`config.mk`:
```
export PLATFORM = sky130hd
export DESIGN_NAME = ifu_prefetch
export DESIGN_NICKNAME = d
export VERILOG_FILES = /design/src/rtl/ifu_prefetch.sv
export SDC_FILE = /design/constraint.sdc
export NUM_CORES = 1
export LEC_CHECK = 0
export CORE_UTILIZATION = 35
export DETAILED_ROUTE_END_ITERATION = 8
export DONT_BUFFER_PORTS = 1
export PLACE_DENSITY_LB_ADDON = 0.1
export SYNTH_ARGS = -nofsm -noshare
export SYNTH_HDL_FRONTEND = slang
export SYNTH_SLANG_ARGS = --single-unit
```
`constraint.sdc`:
```
create_clock -name clk -period 5.6 [get_ports clk]
set_input_delay 0.84 -clock clk [delete_from_list [all_inputs] [get_ports clk]]
set_output_delay 0.84 -clock clk [all_outputs]
set_load 0.005 [all_outputs]
```
`src/rtl/ifu_prefetch.sv`:
```
// ifu_prefetch: instruction prefetch into a DEPTH-entry FIFO feeding decode, flushed on redirect.
// Optional IFU_BYPASS_EN: hands a response straight to decode while the FIFO is empty.
module ifu_prefetch #(
  parameter int XLEN = 32,
  parameter logic [XLEN-1:0] RESET_PC = 'h8000_0000,
  parameter int DEPTH = 4
) (
  input  logic            clk,
  input  logic            rst,
  output logic [XLEN-1:0] ifu_instrom_addr,
  output logic            ifu_instrom_ren,
  input  logic [31:0]     instrom_ifu_data,
  input  logic            ex_ifu_redirect_wen,
  input  logic [XLEN-1:0] ex_ifu_redirect_pc,
  output logic            ifu_id_valid,
  output logic [31:0]     ifu_id_inst,
  output logic [XLEN-1:0] ifu_id_pc,
  input  logic            id_ifu_ready
);
  localparam int AW = $clog2(DEPTH);
  localparam logic [31:0] NOP = 32'h0000_0013;
  logic [XLEN-1:0] fpc, pending_pc;
  logic            pending;
  logic [AW-1:0]   rd_ptr, wr_ptr;
  logic [AW:0]     count;
  logic [XLEN-1:0] pc_mem [DEPTH];
  logic [31:0]     inst_mem [DEPTH];
  logic            redirect, empty, byp, pop, push, fifo_pop;
  logic [AW+1:0]   occ;
  assign redirect = ex_ifu_redirect_wen;
  assign empty = count == '0;
`ifdef IFU_BYPASS_EN
  assign byp = empty & pending & !redirect;
`else
  assign byp = 1'b0;
`endif
  assign ifu_id_valid = (!empty | byp) & !redirect;
  assign ifu_id_pc = !ifu_id_valid ? '0 : byp ? pending_pc : pc_mem[rd_ptr];
  assign ifu_id_inst = !ifu_id_valid ? NOP : byp ? instrom_ifu_data : inst_mem[rd_ptr];
  assign pop = ifu_id_valid & id_ifu_ready & !redirect;
  assign fifo_pop = pop & !byp;
  assign push = pending & !redirect & !(byp & id_ifu_ready);
  // occupancy the FIFO will have once the in-flight response lands, net of this cycle's pop
  assign occ = (AW+2)'(count) + (AW+2)'(pending) - (AW+2)'(pop);
  assign ifu_instrom_ren = redirect | (!rst & (occ < (AW+2)'(DEPTH)));
  assign ifu_instrom_addr = redirect ? {ex_ifu_redirect_pc[XLEN-1:2], 2'b00} : fpc;
  always_ff @(posedge clk or posedge rst) begin
    if (rst) begin
      fpc <= RESET_PC;
      pending <= 1'b0;
      pending_pc <= '0;
      rd_ptr <= '0;
      wr_ptr <= '0;
      count <= '0;
    end else begin
      pending <= ifu_instrom_ren;
      if (ifu_instrom_ren) begin
        fpc <= ifu_instrom_addr + XLEN'(4);
        pending_pc <= ifu_instrom_addr;
      end
      rd_ptr <= redirect ? '0 : rd_ptr + AW'(fifo_pop);
      wr_ptr <= redirect ? '0 : wr_ptr + AW'(push);
      count <= redirect ? '0 : count + (AW+1)'(push) - (AW+1)'(fifo_pop);
    end
  end
  always_ff @(posedge clk) begin
    if (push) begin
      pc_mem[wr_ptr] <= pending_pc;
      inst_mem[wr_ptr] <= instrom_ifu_data;
    end
  end
endmodule
```
Yosys cells after proc, flatten, opt, wreduce, memory -nomap -nowiden
Memory sizes are Yosys's and may differ from the RTL's.
Index checks and enable logic that the tools add are counted.

operators by class
  bitwise operators = 6
  add/sub/neg operators = 7
  reductions and logical operators = 4
  magnitude comparators = 1
  multiplexer cells = 8

operators by type and width
  kind                   count
  $mux 32                3
  $add 32x3->32 const B  1
  $and 1x1->1            5
  $add 2x1->2            2
  $add 3x1->4            1
  $lt 4x3->1 const B     1
  $mux 2                 2
  $sub 4x1->4            1
  $add 3x1->3            1
  $logic_not 1->1        3
  $logic_not 3->1        1
  $mux 3                 1
  $sub 3x1->3            1
  $mux 1                 2
  $or 1x1->1             1

word-level totals
  word-level logic and storage cells = 34
  bits in registers = 72
  memories = 2
  input port bits = 68
  bits in writable memories = 256

memories
  name      depth  width  read ports  clocked after memory_dff  write ports  line  text
  inst_mem  4      32     1           0                         1            27    logic [31:0] inst_mem [DEPTH];
  pc_mem    4      32     1           0                         1            26    logic [XLEN-1:0] pc_mem [DEPTH];

Depth between registers and ports, before layout
  depth in word-level cells = 9
  gate-level depth with buffers = 13
  mapped depth without buffers = 10

Least setup slack after synthesis
No wires, ideal clock.

  kind = input-to-reg
  from = input port ex_ifu_redirect_wen
  to = memory inst_mem[1][0], enable pin
  arrival time = 6,181 ps
  setup time = 578 ps
  buffers on the path = 3
  stages on the path = 6
  setup slack = -1,159 ps
  path through = buf_6 > buf_2 > buf_2 > inv_1 > nand2_1 > nor3b_1

on the way
  longest elaborated chain between the ends = 4

RTL lines
  item                          line  text
  start: declaration            13    input logic ex_ifu_redirect_wen,
  $logic_not 1->1               42    assign push = pending & !redirect & !(byp & id_ifu_ready);
  $and 1x1->1                   42
  $mux 1                        67    if (push) begin
  $mux 1 (implied by the code)  69    inst_mem[wr_ptr] <= instrom_ifu_data;
  end: declaration              27

Every way passes these cells.

Worst setup path after layout
  from = register count[1]
  to = output port ifu_instrom_ren

on the way
  longest elaborated chain between the ends = 9
  elaborated cells between the ends (all ways) = 10
  those cells by class = add/sub (2); order compare (1); bitwise (5); reduce/logical (2)

RTL lines
  item                       line  text
  start: declaration         25    logic [AW:0] count;
  start signal: assignment   63    count <= redirect ? '0 : count + (AW+1)'(push) - (AW+1)'(fifo_pop);
  $logic_not 3->1            31    assign empty = count == '0;
  $logic_not 1->1            37    assign ifu_id_valid = (!empty | byp) & !redirect;
  $and 1x1->1                37
  $and 1x1->1 (2 in series)  40    assign pop = ifu_id_valid & id_ifu_ready & !redirect;
  $sub 4x1->4 (*)            44    assign occ = (AW+2)'(count) + (AW+2)'(pending) - (AW+2)'(pop);
  $lt 4x3->1 (*)             45    assign ifu_instrom_ren = redirect | (!rst & (occ < (AW+2)'(DEPTH)));
  $and 1x1->1 (*)            45
  $or 1x1->1 (*)             45
  end: declaration           11    output logic ifu_instrom_ren,

Every way passes the cells marked *; elsewhere a longest branch is shown, timed or not.

==> flow_summary_export.csv <==
group,metric,value,unit
die,dieHeight,200,µm
synth,synth.top_cell.area_share,56.0,%
detailed_routing,dr.pass1.iters,5,
die,start_util,35.5,%
finish,nets,848,
finish,utilization,40.2,%
pwr,combPwrFrac,17.4,%
sta,fin_crit_sh,81.5,%
clocking,cts_setup_buffers,0,
synth,synth.ff_latch_count,326,
global_routing,grt_pass1_wl,47.0,mm
clocking,clk_pin_slew,0.06,ns
pwr,pwr_density_cell,463,mW/mm²
detailed_routing,via_per_inst,5.21,
worst_setup_path,cp-end-kind,"output pin",
sta,worst_pin_slew,1.19,ns
sta,rsz0062_at_grt,"no",
synth,synth_cell_types,60,
flow_run,maxCapViolCount,0,
global_routing,grt-ovfl-total,0,
worst_setup_path,worstPathCellList,"nor2_1 -> or3_1 -> ha_1 -> and4_1 -> o311ai_2 -> o211a_1 -> inv_2",
hold_path,min_path_type,"in2async",
sta,final_hold_viol_count,0,
finish,final_area,0.0156,mm²
sta,skew,0.00919,ns
clocking,h-tree-depth,2,
sta,layout_setup_ws,1.03,ns
clocking,cts_buffer_depth,3,
clocking,numCtsBuffers,38,
clocking,cts_resized,0,
synth,syn_area_per_cell,18.0,µm²
global_routing,grt_max_degree,68,
detailed_routing,drtIter0Drc,315,
die,die-area,0.0400,mm²
synth,yosys.area.top_type,"edfxtp_1",
clocking,cts-root-buf,"clkbuf_16",
placement,place.detailed.hpwl,19.3,mm
status,outcome,"completed",
pwr,netSwitchingFraction,27.1,%
pwr,power_switching,1.95,mW
sta,fin_setup_tns,0,ns
finish,area_delta_synth_final,13.3,%
synth,synth_top_cells_by_area,"edfxtp_1, dfrtp_1, mux4_2, mux2_2, and2_1",
synth,synth_warnings,0,
clocking,cts_hold_buf,0,
synth,syn-num-nets,836,
placement,io_buffers,0,
clocking,clock_latency,0.52,ns
worst_setup_path,arrival,3.73,ns
pwr,p_int,5.25,mW
synth,yosysMostFrequentCell,"edfxtp_1",
die,die_w,200,µm
synth,syn_inst,761,
worst_setup_path,cp-start-kind,"flop",
global_routing,antenna_found_initial,2,
sta,report.final.slew_viol_count,0,
pwr,pwr-share-seq,48.6,%
synth,seq_area_frac_synth,68.8,%
die,ioPinCount,166,
detailed_routing,vias,6868,
die,row_count,72,
detailed_routing,wire_per_inst,23.8,µm
clocking,cts_tree,"built",
die,coreArea,0.0386,mm²
sta,setup_viol,0,
sta,period_minus_slack,4.57,ns
synth,syn_area,0.0137,mm²
pwr,pwr-share-clk,34.0,%
synth,netlist_top_cells_count,"edfxtp_1, dfrtp_1, and2_1, mux4_2, mux2_2",
detailed_routing,ant_nets,0,
synth,async_flop_share,21.5,%
detailed_routing,drc,0,
worst_setup_path,crit_required,4.76,ns
pwr,p_leak,5.21,nW
global_routing,grt_pass1_vias,7393,
worst_setup_path,worstPathMaxFanout,30,
clocking,cts_sinks,326,
synth,synth_ff_type,"edfxtp_1",
synth,synth_edf_count,256,
worst_setup_path,critPathKind,"reg2out",
sta,fmax,219,MHz
finish,drive_gt1_share,26.5,%
global_routing,track_usage,16.1,%
sta,slew_headroom,20.5,%
worst_setup_path,slowest_stage,"o311ai_2",
pwr,ir_drop,0.195,mV
worst_setup_path,max_stage_delay,0.83,ns
finish,fill_cells,3509,
placement,place_ws,1.17,ns
placement,gp_congestion,0.813,
placement,post_dp_cell_area,0.0143,mm²
detailed_routing,drt-total-wl,31.4,mm
## cell type report
class	count	area (µm²)	area share, %
Sequential cell	326	9450	60.7
Tap cell	518	648	4.17
Multi-Input combinational cell	379	4050	26.1
Inverter	18	68.8	0.442
Antenna cell	1	2.50	0.0161
Clock inverter	17	154	0.990
Clock buffer	50	1090	7.01
Timing Repair Buffer	10	87.6	0.563
## state kept, by name (all words and copies together) (netlist names)
register    flops
pc_mem        128
wr_ptr          2
count           3
pending         1
inst_mem      128
fpc            30
pending_pc     32
rd_ptr          2
## critical path: cells and delay by family, from the launching register on
family,cells,cell delay (ns)
flip-flops,1,0.45
AO/OA/AOI/OAI,2,1.38
adder cells (fa/ha/maj),1,0.29
AND/OR/NAND/NOR,3,0.66
buffers and inverters,1,0.40
## final timing paths
| path | startpoint | end | slack (ns) | cells after the start |
|---|---|---|---|---|
| setup / recovery | count[1] | ifu_instrom_ren | 1.03 | 7 |
| hold / removal | rst | rd_ptr[1] | 0.06 | 1 |
| setup reg to reg | count[1] | fpc[22] | 1.57 | 9 |
| hold reg to reg | fpc[15] | fpc[15] | 0.48 | 1 |
| max in group asynchronous | rst | pending_pc[23] | 4.43 | 2 |
| min in group clk | ex_ifu_redirect_wen | rd_ptr[0] | 0.41 | 1 |
## layer usage
metal / track usage [%] / share of wire (%) / vias to the layer above / wire [µm]
met5: 0 / 0.092 / - / 29
met4: 4.44 / 1.7 / 4 / 546
met3: 5.16 / 7.2 / 43 / 2270
met2: 26.2 / 48 / 198 / 15200
met1: 20.7 / 43 / 3579 / 13400
li1: - / - / 3044 / -
## power by group through the flow
stage	Clock (mW)	Combinational, mW	Sequential [mW]
after floorplan	0	1.01	3.40
after global placement	0	1.26	3.52
after detailed placement	0	1.29	3.56
after CTS	2.52	1.30	3.51
after global routing	2.61	1.38	3.57
final	2.45	1.25	3.50
## placed cells by master, fill, tap and decap left out, types with 3 or more instances in the layout
cell type / n
and2_1: 64
and4_1: 5
or3_1: 6
mux2_2: 58
nor3_1: 5
bufinv_16: 3
mux4_2: 64
clkbuf_8: 3
o21ai_0: 4
xor2_1: 6
inv_1: 15
xnor2_1: 15
nor2_1: 9
mux2i_1: 8
nor2b_1: 8
ha_1: 6
clkinv_1: 5
clkbuf_16: 41
clkinv_2: 10
edfxtp_1: 256
buf_4: 9
a21oi_1: 3
o31ai_1: 11
nor4_1: 8
clkbuf_1: 6
and3_1: 3
nand4_1: 7
mux2_1: 11
nand2_1: 15
a31oi_1: 5
dfrtp_1: 67
nand3_1: 8
o31a_1: 3
o2111ai_1: 12
## cells by family after synthesis
family | count (synthesis) | synth area share, %
AND/OR/NAND/NOR | 155 | 7.08
flip-flops | 326 | 68.8
multiplexers | 142 | 16.8
buffers and inverters | 56 | 1.99
adder cells (fa/ha/maj) | 7 | 0.693
XOR/XNOR | 21 | 1.34
AO/OA/AOI/OAI | 54 | 3.26
## through the flow
step,hold slack [ns],instances,power [mW]
after floorplan,0.454,761,4.40
after global placement,0.465,1251,4.78
after detailed placement,0.478,1251,4.85
after CTS,0.0277,1318,7.33
after global routing,0.0350,1318,7.57
final,0.0586,1319,7.20
Note: power is estimated with default switching activity, not from simulation.
